File: config.mk
export PLATFORM = sky130hd
export DESIGN_NAME = timed_countdown_display
export DESIGN_NICKNAME = d
export VERILOG_FILES = /design/src/rtl/timed_countdown_display.sv
export SDC_FILE = /design/constraint.sdc
export NUM_CORES = 1
export LEC_CHECK = 0
export BUFFER_PORTS_ARGS = -buffer_cell sky130_fd_sc_hd__buf_2
export CAP_MARGIN = 20
export CELL_PAD_IN_SITES_DETAIL_PLACEMENT = 1
export CELL_PAD_IN_SITES_GLOBAL_PLACEMENT = 2
export CORE_MARGIN = 2
export CORE_UTILIZATION = 39
export DETAILED_ROUTE_END_ITERATION = 10
export GPL_TIMING_DRIVEN = 1
export HOLD_SLACK_MARGIN = 0.08
export PLACE_DENSITY_LB_ADDON = 0.12
export SLEW_MARGIN = 25
export SYNTH_ARGS = -nofsm -noshare
export SYNTH_HDL_FRONTEND = slang
export SYNTH_SLANG_ARGS = --single-unit
File: constraint.sdc
create_clock -name clk -period 3.3 [get_ports clk]
set_input_delay 0.495 -clock clk [delete_from_list [all_inputs] [get_ports clk]]
set_output_delay 0.495 -clock clk [all_outputs]
set_load 0.05 [all_outputs]
File: src/rtl/timed_countdown_display.sv
// MM:SS countdown timer with debounced start/pause and clear buttons, shown on a scanned 7-seg display.
// Optional BLINK_EN macro: blink the whole display at half-second rate while in DONE.
module timed_countdown_display #(
    parameter int N_DIGITS     = 8,
    parameter int DEBOUNCE_CYC = 1000000,
    parameter int TICK_DIV     = 100000000,
    parameter int SCAN_DIV     = 50000,
    parameter int PRESET_MIN   = 1,
    parameter int PRESET_SEC   = 30
) (
    input  logic                clk,
    input  logic                reset,
    input  logic                btn_start,
    input  logic                btn_clear,
    output logic [6:0]          segments,
    output logic [N_DIGITS-1:0] anodes,
    output logic [1:0]          state,
    output logic                done
);
    localparam int DEB_W  = (DEBOUNCE_CYC > 1) ? $clog2(DEBOUNCE_CYC) : 1;
    localparam int TICK_W = (TICK_DIV > 1) ? $clog2(TICK_DIV) : 1;
    localparam int SCAN_W = (SCAN_DIV > 1) ? $clog2(SCAN_DIV) : 1;
    localparam int IDX_W  = $clog2(N_DIGITS);

    localparam logic [3:0] P_MT = 4'(PRESET_MIN / 10);
    localparam logic [3:0] P_MO = 4'(PRESET_MIN % 10);
    localparam logic [3:0] P_ST = 4'(PRESET_SEC / 10);
    localparam logic [3:0] P_SO = 4'(PRESET_SEC % 10);

    typedef enum logic [1:0] {IDLE = 2'd0, RUN = 2'd1, PAUSE = 2'd2, DONE = 2'd3} state_t;
    state_t state_q, state_d;

    // Debounce: bit 0 = start, bit 1 = clear
    logic [1:0]       raw, sync1, sync2, level, press;
    logic [DEB_W-1:0] deb_cnt [2];

    assign raw = {btn_clear, btn_start};

    always_ff @(posedge clk) begin
        if (!reset) begin
            sync1 <= '0;
            sync2 <= '0;
            level <= '0;
            for (int unsigned i = 0; i < 2; i++) deb_cnt[i] <= '0;
        end else begin
            sync1 <= raw;
            sync2 <= sync1;
            for (int unsigned i = 0; i < 2; i++) begin
                if (sync2[i] == level[i]) begin
                    deb_cnt[i] <= '0;
                end else if (deb_cnt[i] == DEB_W'(DEBOUNCE_CYC - 1)) begin
                    deb_cnt[i] <= '0;
                    level[i]   <= sync2[i];
                end else begin
                    deb_cnt[i] <= deb_cnt[i] + 1'b1;
                end
            end
        end
    end

    always_comb begin
        press = '0;
        for (int unsigned i = 0; i < 2; i++)
            press[i] = sync2[i] && !level[i] && (deb_cnt[i] == DEB_W'(DEBOUNCE_CYC - 1));
    end

    // Countdown registers and BCD decrement with borrow
    logic [3:0] sec_o, sec_t, min_o, min_t;
    logic [3:0] dec_so, dec_st, dec_mo, dec_mt;
    logic       b1, b2, b3, dec_zero, count_zero;

    always_comb begin
        b1       = (sec_o == 4'd0);
        b2       = b1 && (sec_t == 4'd0);
        b3       = b2 && (min_o == 4'd0);
        dec_so   = b1 ? 4'd9 : sec_o - 4'd1;
        dec_st   = b1 ? ((sec_t == 4'd0) ? 4'd5 : sec_t - 4'd1) : sec_t;
        dec_mo   = b2 ? ((min_o == 4'd0) ? 4'd9 : min_o - 4'd1) : min_o;
        dec_mt   = b3 ? ((min_t == 4'd0) ? 4'd9 : min_t - 4'd1) : min_t;
        dec_zero = (dec_so == 4'd0) && (dec_st == 4'd0) && (dec_mo == 4'd0) && (dec_mt == 4'd0);
        count_zero = (sec_o == 4'd0) && (sec_t == 4'd0) && (min_o == 4'd0) && (min_t == 4'd0);
    end

    logic [TICK_W-1:0] tick_cnt;
    logic              tick, reload, do_dec;

    assign tick = (state_q == RUN) && (tick_cnt == TICK_W'(TICK_DIV - 1));

    // A tick is never lost: it still decrements when start or terminal count coincides
    always_comb begin
        state_d = state_q;
        reload  = 1'b0;
        do_dec  = 1'b0;
        if (press[1]) begin
            state_d = IDLE;
            reload  = 1'b1;
        end else begin
            case (state_q)
                IDLE:  if (press[0] && !count_zero) state_d = RUN;
                RUN: begin
                    if (tick) begin
                        do_dec = 1'b1;
                        if (dec_zero)      state_d = DONE;
                        else if (press[0]) state_d = PAUSE;
                    end else if (press[0]) begin
                        state_d = PAUSE;
                    end
                end
                PAUSE: if (press[0]) state_d = RUN;
                DONE: begin
                    if (press[0]) begin
                        state_d = IDLE;
                        reload  = 1'b1;
                    end
                end
                default: state_d = IDLE;
            endcase
        end
    end

    always_ff @(posedge clk) begin
        if (!reset) begin
            state_q  <= IDLE;
            tick_cnt <= '0;
            {min_t, min_o, sec_t, sec_o} <= {P_MT, P_MO, P_ST, P_SO};
        end else begin
            state_q <= state_d;
            if (state_q == IDLE && state_d == RUN) tick_cnt <= '0;
            else if (state_q == RUN)               tick_cnt <= tick ? '0 : tick_cnt + 1'b1;
            if (reload)      {min_t, min_o, sec_t, sec_o} <= {P_MT, P_MO, P_ST, P_SO};
            else if (do_dec) {min_t, min_o, sec_t, sec_o} <= {dec_mt, dec_mo, dec_st, dec_so};
        end
    end

    assign state = state_q;
    assign done  = (state_q == DONE);

    // Display scan
    logic [SCAN_W-1:0] scan_cnt;
    logic [IDX_W-1:0]  digit_idx;
    logic [3:0]        digit_val;
    logic              blank_all;

    always_ff @(posedge clk) begin
        if (!reset) begin
            scan_cnt  <= '0;
            digit_idx <= '0;
        end else if (scan_cnt == SCAN_W'(SCAN_DIV - 1)) begin
            scan_cnt  <= '0;
            digit_idx <= (digit_idx == IDX_W'(N_DIGITS - 1)) ? '0 : digit_idx + 1'b1;
        end else begin
            scan_cnt <= scan_cnt + 1'b1;
        end
    end

    always_comb begin
        digit_val = 4'hF;
        case (int'(digit_idx))
            0:       digit_val = sec_o;
            1:       digit_val = sec_t;
            2:       digit_val = min_o;
            3:       digit_val = min_t;
            default: digit_val = 4'hF;
        endcase
    end

    function automatic logic [6:0] seg7(input logic [3:0] v);
        case (v)
            4'd0:    seg7 = 7'h40;
            4'd1:    seg7 = 7'h79;
            4'd2:    seg7 = 7'h24;
            4'd3:    seg7 = 7'h30;
            4'd4:    seg7 = 7'h19;
            4'd5:    seg7 = 7'h12;
            4'd6:    seg7 = 7'h02;
            4'd7:    seg7 = 7'h78;
            4'd8:    seg7 = 7'h00;
            4'd9:    seg7 = 7'h10;
            default: seg7 = 7'h7F;
        endcase
    endfunction

`ifdef BLINK_EN
    localparam int HALF = (TICK_DIV / 2 > 0) ? TICK_DIV / 2 : 1;
    logic [TICK_W-1:0] blink_cnt;
    logic              blink_hide;

    // Phase restarts visible every time DONE is entered
    always_ff @(posedge clk) begin
        if (!reset || state_q != DONE) begin
            blink_cnt  <= '0;
            blink_hide <= 1'b0;
        end else if (blink_cnt == TICK_W'(HALF - 1)) begin
            blink_cnt  <= '0;
            blink_hide <= ~blink_hide;
        end else begin
            blink_cnt <= blink_cnt + 1'b1;
        end
    end

    assign blank_all = blink_hide;
`else
    assign blank_all = 1'b0;
`endif

    always_ff @(posedge clk) begin
        if (!reset) begin
            anodes   <= '1;
            segments <= 7'h7F;
        end else begin
            anodes   <= blank_all ? '1 : ~({{(N_DIGITS-1){1'b0}}, 1'b1} << digit_idx);
            segments <= seg7(digit_val);
        end
    end
endmodule
# ---- Word-level counts from Yosys, hierarchy flattened
# Memories as Yosys holds them, arrays and structs flattened. A register that Yosys moved wholly into a read port is not among the register bits.
# Index checks and enable logic that the tools add are counted.
dict set report word_totals {
  input_bits 4
  latchBits 0
  n_memories 2
  out_inout_bits 18
  reg_bits 78
  rom_bits 112
  mem_bits_rw 40
}
dict set report classes {
  shift 1
  magnitude_cmp 0
  n_bitwise 10
  n_mux 53
  addsub 9
  eq_ne 14
  div 0
  n_mul 0
  n_reduce_logical 32
}
# name words width read_ports rd_ports_with_merged_regs write_ports line
set memory_table {}
lappend memory_table {{(no name shown)} 16 7 1 1 0 168} ;# case (v)
lappend memory_table {deb_cnt 2 20 2 0 2 35} ;# logic [DEB_W-1:0] deb_cnt [2];
# op count
set op_table {}
lappend op_table {{two-way mux 20 bit} 6}
lappend op_table {{adder 20 x 1 -> 20 bit, second input constant} 2}
lappend op_table {{equality test 20 bit, second input constant} 2}
lappend op_table {{logical NOT 4 bit} 8}
lappend op_table {{two-way mux 1 bit} 29}
lappend op_table {{two-way mux 4 bit} 7}
lappend op_table {{adder 27 x 1 -> 27 bit, second input constant} 1}
lappend op_table {{equality test 27 bit, second input constant} 1}
lappend op_table {{two-way mux 27 bit} 1}
lappend op_table {{adder 16 x 1 -> 16 bit, second input constant} 1}
lappend op_table {{equality test 16 bit, second input constant} 1}
lappend op_table {{one-hot mux 4 bit (4 select lines)} 1}
lappend op_table {{subtractor 4 x 1 -> 4 bit, second input constant} 4}
lappend op_table {{two-way mux 2 bit} 7}
lappend op_table {{logical AND 1 bit} 13}
lappend op_table {{inverter 8 bit} 1}
lappend op_table {{one-hot mux 2 bit (4 select lines)} 1}
lappend op_table {{<< shifter 1 x 3 -> 8 bit, first input constant} 1}
lappend op_table {{equality test 3 x 2 -> 1 bit, second input constant} 2}
lappend op_table {{bitwise OR 1 bit} 6}
lappend op_table {{OR reduction 2 bit} 3}
lappend op_table {{equality test 2 x 1 -> 1 bit, second input constant} 2}
lappend op_table {{equality test 2 bit, second input constant} 2}
lappend op_table {{logical NOT 1 bit} 4}
lappend op_table {{other kinds (9)} 13}

# ---- Longest topological paths before layout
dict set report logic_depth {
  depth_word 14
  mapped_depth 10
  depth_no_buf 10
}

# ---- Worst setup path after synthesis
# OpenSTA, ideal clock, no wires.
dict set report synth_timing {
  path_type {reg-to-reg}
  startpoint {register state_q[0], in the netlist state[0]}
  endpoint {register sec_o[3]}
  path_buffers 2
  slack_ns 0.572
  path_stages_with_launch 8
  t_arrival_ns 2.658
  setup_ns 0.070
  cell_sequence {dfxtp_1 -> nand3b_1 -> or4_1 -> or3_1 -> buf_6 -> buf_6 -> or4_1 -> a21oi_1}
}
dict set report synth_between {
  elab_chain_len 5
}
# item line
set synth_rtl {}
lappend synth_rtl {{from (decl)} 31} ;# state_t state_q, state_d;
lappend synth_rtl {{from (signal assigned)} 127} ;# state_q <= state_d;
lappend synth_rtl {{equality test 2 x 1 -> 1 bit} {87, 98}}
lappend synth_rtl {{logical AND 1 bit} 87} ;# assign tick = (state_q == RUN) && (tick_cnt == TICK_W'(TICK_DIV - 1));
lappend synth_rtl {{two-way mux 1 bit} 101} ;# if (tick) begin
lappend synth_rtl {{two-way mux 1 bit} 98} ;# case (state_q)
lappend synth_rtl {{two-way mux 1 bit} 94} ;# if (press[1]) begin
lappend synth_rtl {{to (signal assigned)} 125} ;# {min_t, min_o, sec_t, sec_o} <= {P_MT, P_MO, P_ST, P_SO};
lappend synth_rtl {{to (signal assigned)} 130} ;# if (reload) {min_t, min_o, sec_t, sec_o} <= {P_MT, P_MO, P_ST, P_SO};
lappend synth_rtl {{to (signal assigned)} 131} ;# else if (do_dec) {min_t, min_o, sec_t, sec_o} <= {dec_mt, dec_mo, dec_st, dec_so};
lappend synth_rtl {{to (decl)} 68} ;# logic [3:0] sec_o, sec_t, min_o, min_t;
# Several ways; a longest one is shown, not always the timed one.
# A chain may end at the register's enable or synchronous reset.

# ---- Worst setup path in the final report
dict set report layout_timing {
  startpoint {register tick_cnt[11]}
  endpoint {register sec_t[3]}
}
dict set report layout_between {
  elab_chain_len 5
}
# item line
set layout_rtl {}
lappend layout_rtl {{from (decl)} 84} ;# logic [TICK_W-1:0] tick_cnt;
lappend layout_rtl {{from (signal assigned)} 129} ;# else if (state_q == RUN) tick_cnt <= tick ? '0 : tick_cnt + 1'b1;
lappend layout_rtl {{equality test 27 bit} 87}
lappend layout_rtl {{logical AND 1 bit} 87}
lappend layout_rtl {{two-way mux 1 bit} 101}
lappend layout_rtl {{two-way mux 1 bit} 98}
lappend layout_rtl {{two-way mux 1 bit} 94}
lappend layout_rtl {{to (signal assigned)} 125}
lappend layout_rtl {{to (signal assigned)} 130}
lappend layout_rtl {{to (signal assigned)} 131}
lappend layout_rtl {{to (decl)} 68}
# Every way passes these cells.

==> impl_metrics.py <==
metrics = {
    "run_status": {
        "status": "finished, final reports clean",
    },
    "grt": {
        "overflow": 0,
        "grtUsageTotal_pct": 17.9,
        "grt_max_degree": 25,
        "antenna_found_initial": 0,
        "grt_pass1_wl_um": 23900,
        "grt_pass1_vias": 5062,
    },
    "route": {
        "drc": 0,
        "wl_um": 13900,
        "ant_nets": 0,
        "vias": 4858,
        "wl_per_cell_um": 15.1,
        "firstDrtPassIters": 4,
        "drtIter0Drc": 209,
        "via_per_inst": 5.25,
    },
    "cts": {
        "cts_buffer_depth": 2,
        "cts_setup_buffers": 0,
        "cts_hold_buf": 0,
        "cts_root_buf": "clkbuf_16",
        "cts_buffers": 17,
        "cts.clk_slew.worst_paths_ps": 50,
        "cts_htree_levels": 4,
        "cts_sinks": 125,
        "clock_latency_ps": 410,
        "cts_tree": "built",
        "cts_resized": 0,
    },
    "sta": {
        "period_minus_slack_ps": 2840,
        "skew_ps": 8.23,
        "tns_ps": 0,
        "drv_slew": 0,
        "worst_slew_margin_rel_pct": 30.2,
        "period_share_pct": 86.2,
        "max_freq_mhz": 352,
        "worstMarginPinSlew_ps": 1040,
        "setup-violations-final": 0,
        "timing.final.hold_violations": 0,
        "rsz0062_at_grt": "no",
    },
    "yosys": {
        "syn_area_per_cell_sq_um": 9.24,
        "netlist_instances": 659,
        "seq_area_frac_synth_pct": 47.7,
        "synth_edf_count": 40,
        "synth_seq_cells": 125,
        "yosys.area.top_type_share_pct": 27.9,
        "synth_flop_cell": "dfxtp_1",
        "ys_warn_count": 0,
        "syn_area_sq_mm": 0.00609,
        "yosysTopAreaCell": "dfxtp_1",
        "yosys-top-cells-area": "dfxtp_1 (28%), edfxtp_1 (20%), xor2_1 (7.5%), nor2_1 (6.9%), ha_1 (3.5%)",
        "synth_cell_types": 51,
        "ys_async_sr_fraction_pct": 0,
    },
    "die": {
        "core_sq_mm": 0.0152,
        "ioPinCount": 22,
        "die_area_sq_mm": 0.0166,
        "die_w_um": 129,
        "rows": 45,
        "start_util_pct": 40.0,
        "fp.dieH_um": 129,
    },
    "worst_hold_path": {
        "hold_depth": 2,
        "hp-class": "primary input to register",
    },
    "final_layout": {
        "fin_cells": 925,
        "layout.nets": 747,
        "final_layout_size_suffix_gt1_share_pct": 8.82,
        "area_delta_synth_final_pct": 16.7,
        "final_core_util_pct": 46.8,
        "n_antenna_cell": 0,
    },
    "place": {
        "hpwlAfterDp_um": 10000,
        "dp.cells": 895,
        "gp_congestion": 0.831,
        "portBuffers": 21,
    },
    "power": {
        "leakage_uw": 0.00257,
        "powerDensity_mw_per_mm2": 495,
        "irDropWorstVdd_mv": 0.322,
    },
    "setup_path": {
        "cp_max_fo": 22,
        "start_kind": "register",
        "crit_required_ps": 3600,
        "path_class": "register to register",
        "cp-end-kind": "register",
        "r2r_cells": 5,
        "cp.arrival_ps": 3150,
    },
    "run": {
        "maxCapViolCount": 0,
    },
}
==> stage by stage <==
stage	hold WS (ps)	setup slack [ps]	power, uW	area, sq um
after global routing	301	286	3640	7110
final	308	457	3520	7110
after detailed placement	430	469	1780	6540
after global placement	424	532	1770	6540
after CTS	297	452	3560	7100
after floorplan	412	572	1750	6230
==> power by group <==
group | internal [uW] | switching, uW
logic | 30.4 | 68.9
registers | 1620 | 27.9
clock network | 1120 | 650
==> state kept, by name (all words and copies together), names as in the netlist, 7 cells and up <==
signal	flops
deb_cnt	40
tick_cnt	27
scan_cnt	16
anodes	8
segments	7
==> worst max-delay path, cell delays in order, from the launching register on <==
cell and delay [ps]:
dfxtp_1 340, or4b_1 520, or4_1 430, or3_1 660, or4_1 590, and3_1 190
==> area by class of cell <==
cell class              instances  area [sq um]
clock buffers                  24           502
clock inverters                 6          60.1
fillers                      1766          8090
inverters                      16          60.1
multi-input cells             538          3190
flip-flops and latches        125          2900
well taps                     188           235
repair buffers                 28           158
==> cells in the final DEF, fill, tap and decap left out, types with 15 or more instances in the layout <==
cell type / n
xor2_1: 52
edfxtp_1: 40
nand3_1: 41
conb_1: 40
clkbuf_16: 17
nor3_1: 18
and3_1: 16
dfxtp_1: 85
nor2_1: 112
ha_1: 17
xnor2_1: 23
a21oi_1: 23
buf_2: 21
nand4_1: 25
nand2_1: 47
inv_1: 15
==> Yosys cell counts, types with 2 or more instances <==
master    number
nand2_1       47
edfxtp_1      40
a22oi_1        2
o21ai_1        3
dfxtp_1       85
o211ai_1       3
and4_1         7
nor4b_1        5
o41ai_1        2
buf_6          2
inv_1         15
a21oi_1       23
or4b_1         3
and3_1        16
a31oi_1        3
nand2b_1       5
xor2_1        52
ha_1          17
a222oi_1       3
nand4_1       25
nand3_1       41
nor3_1        18
o21a_1         2
nand4b_1       3
nor2_1       112
o21ai_0       11
xnor2_1       23
or2_2          7
or4_1          9
clkbuf_1      16
and2_1         6
o31ai_1        8
mux2i_1        4
or3_1         11
nor4_1         8
o21bai_1       3
nand3b_1       3
nor2b_1        3
==> worst paths after layout <==
kind         endpoint  slack (ps)          from
min          sync1[0]         310     btn_start
max          sec_t[3]         460  tick_cnt[11]
max reg2reg  sec_t[3]         460  tick_cnt[11]
min reg2reg  sync2[0]         440      sync1[0]
==> metal layers <==
layer  part of all wire, %  global-route usage, %
met4                  0.86                   4.41
met1                    48                   22.3
met5                     0                      0
met2                    48                   30.9
met3                   2.8                   4.70
==> kinds of logic (layout without fill, tap and decap cells) <==
family / count (synthesis) / count (layout) / synth area share [%]
xor gates and xnor gates: 75 / 75 / 10.8
other: 1 / 40 / 0.0616
buffers and inverters: 35 / 74 / 2.42
DFF: 125 / 125 / 47.7
adders and majority gates: 17 / 17 / 3.49
AOI/OAI and AO/OA: 69 / 69 / 7.19
muxes: 4 / 4 / 0.658
and+or+nand+nor: 333 / 333 / 27.7
(Power assumes the default switching activity.)
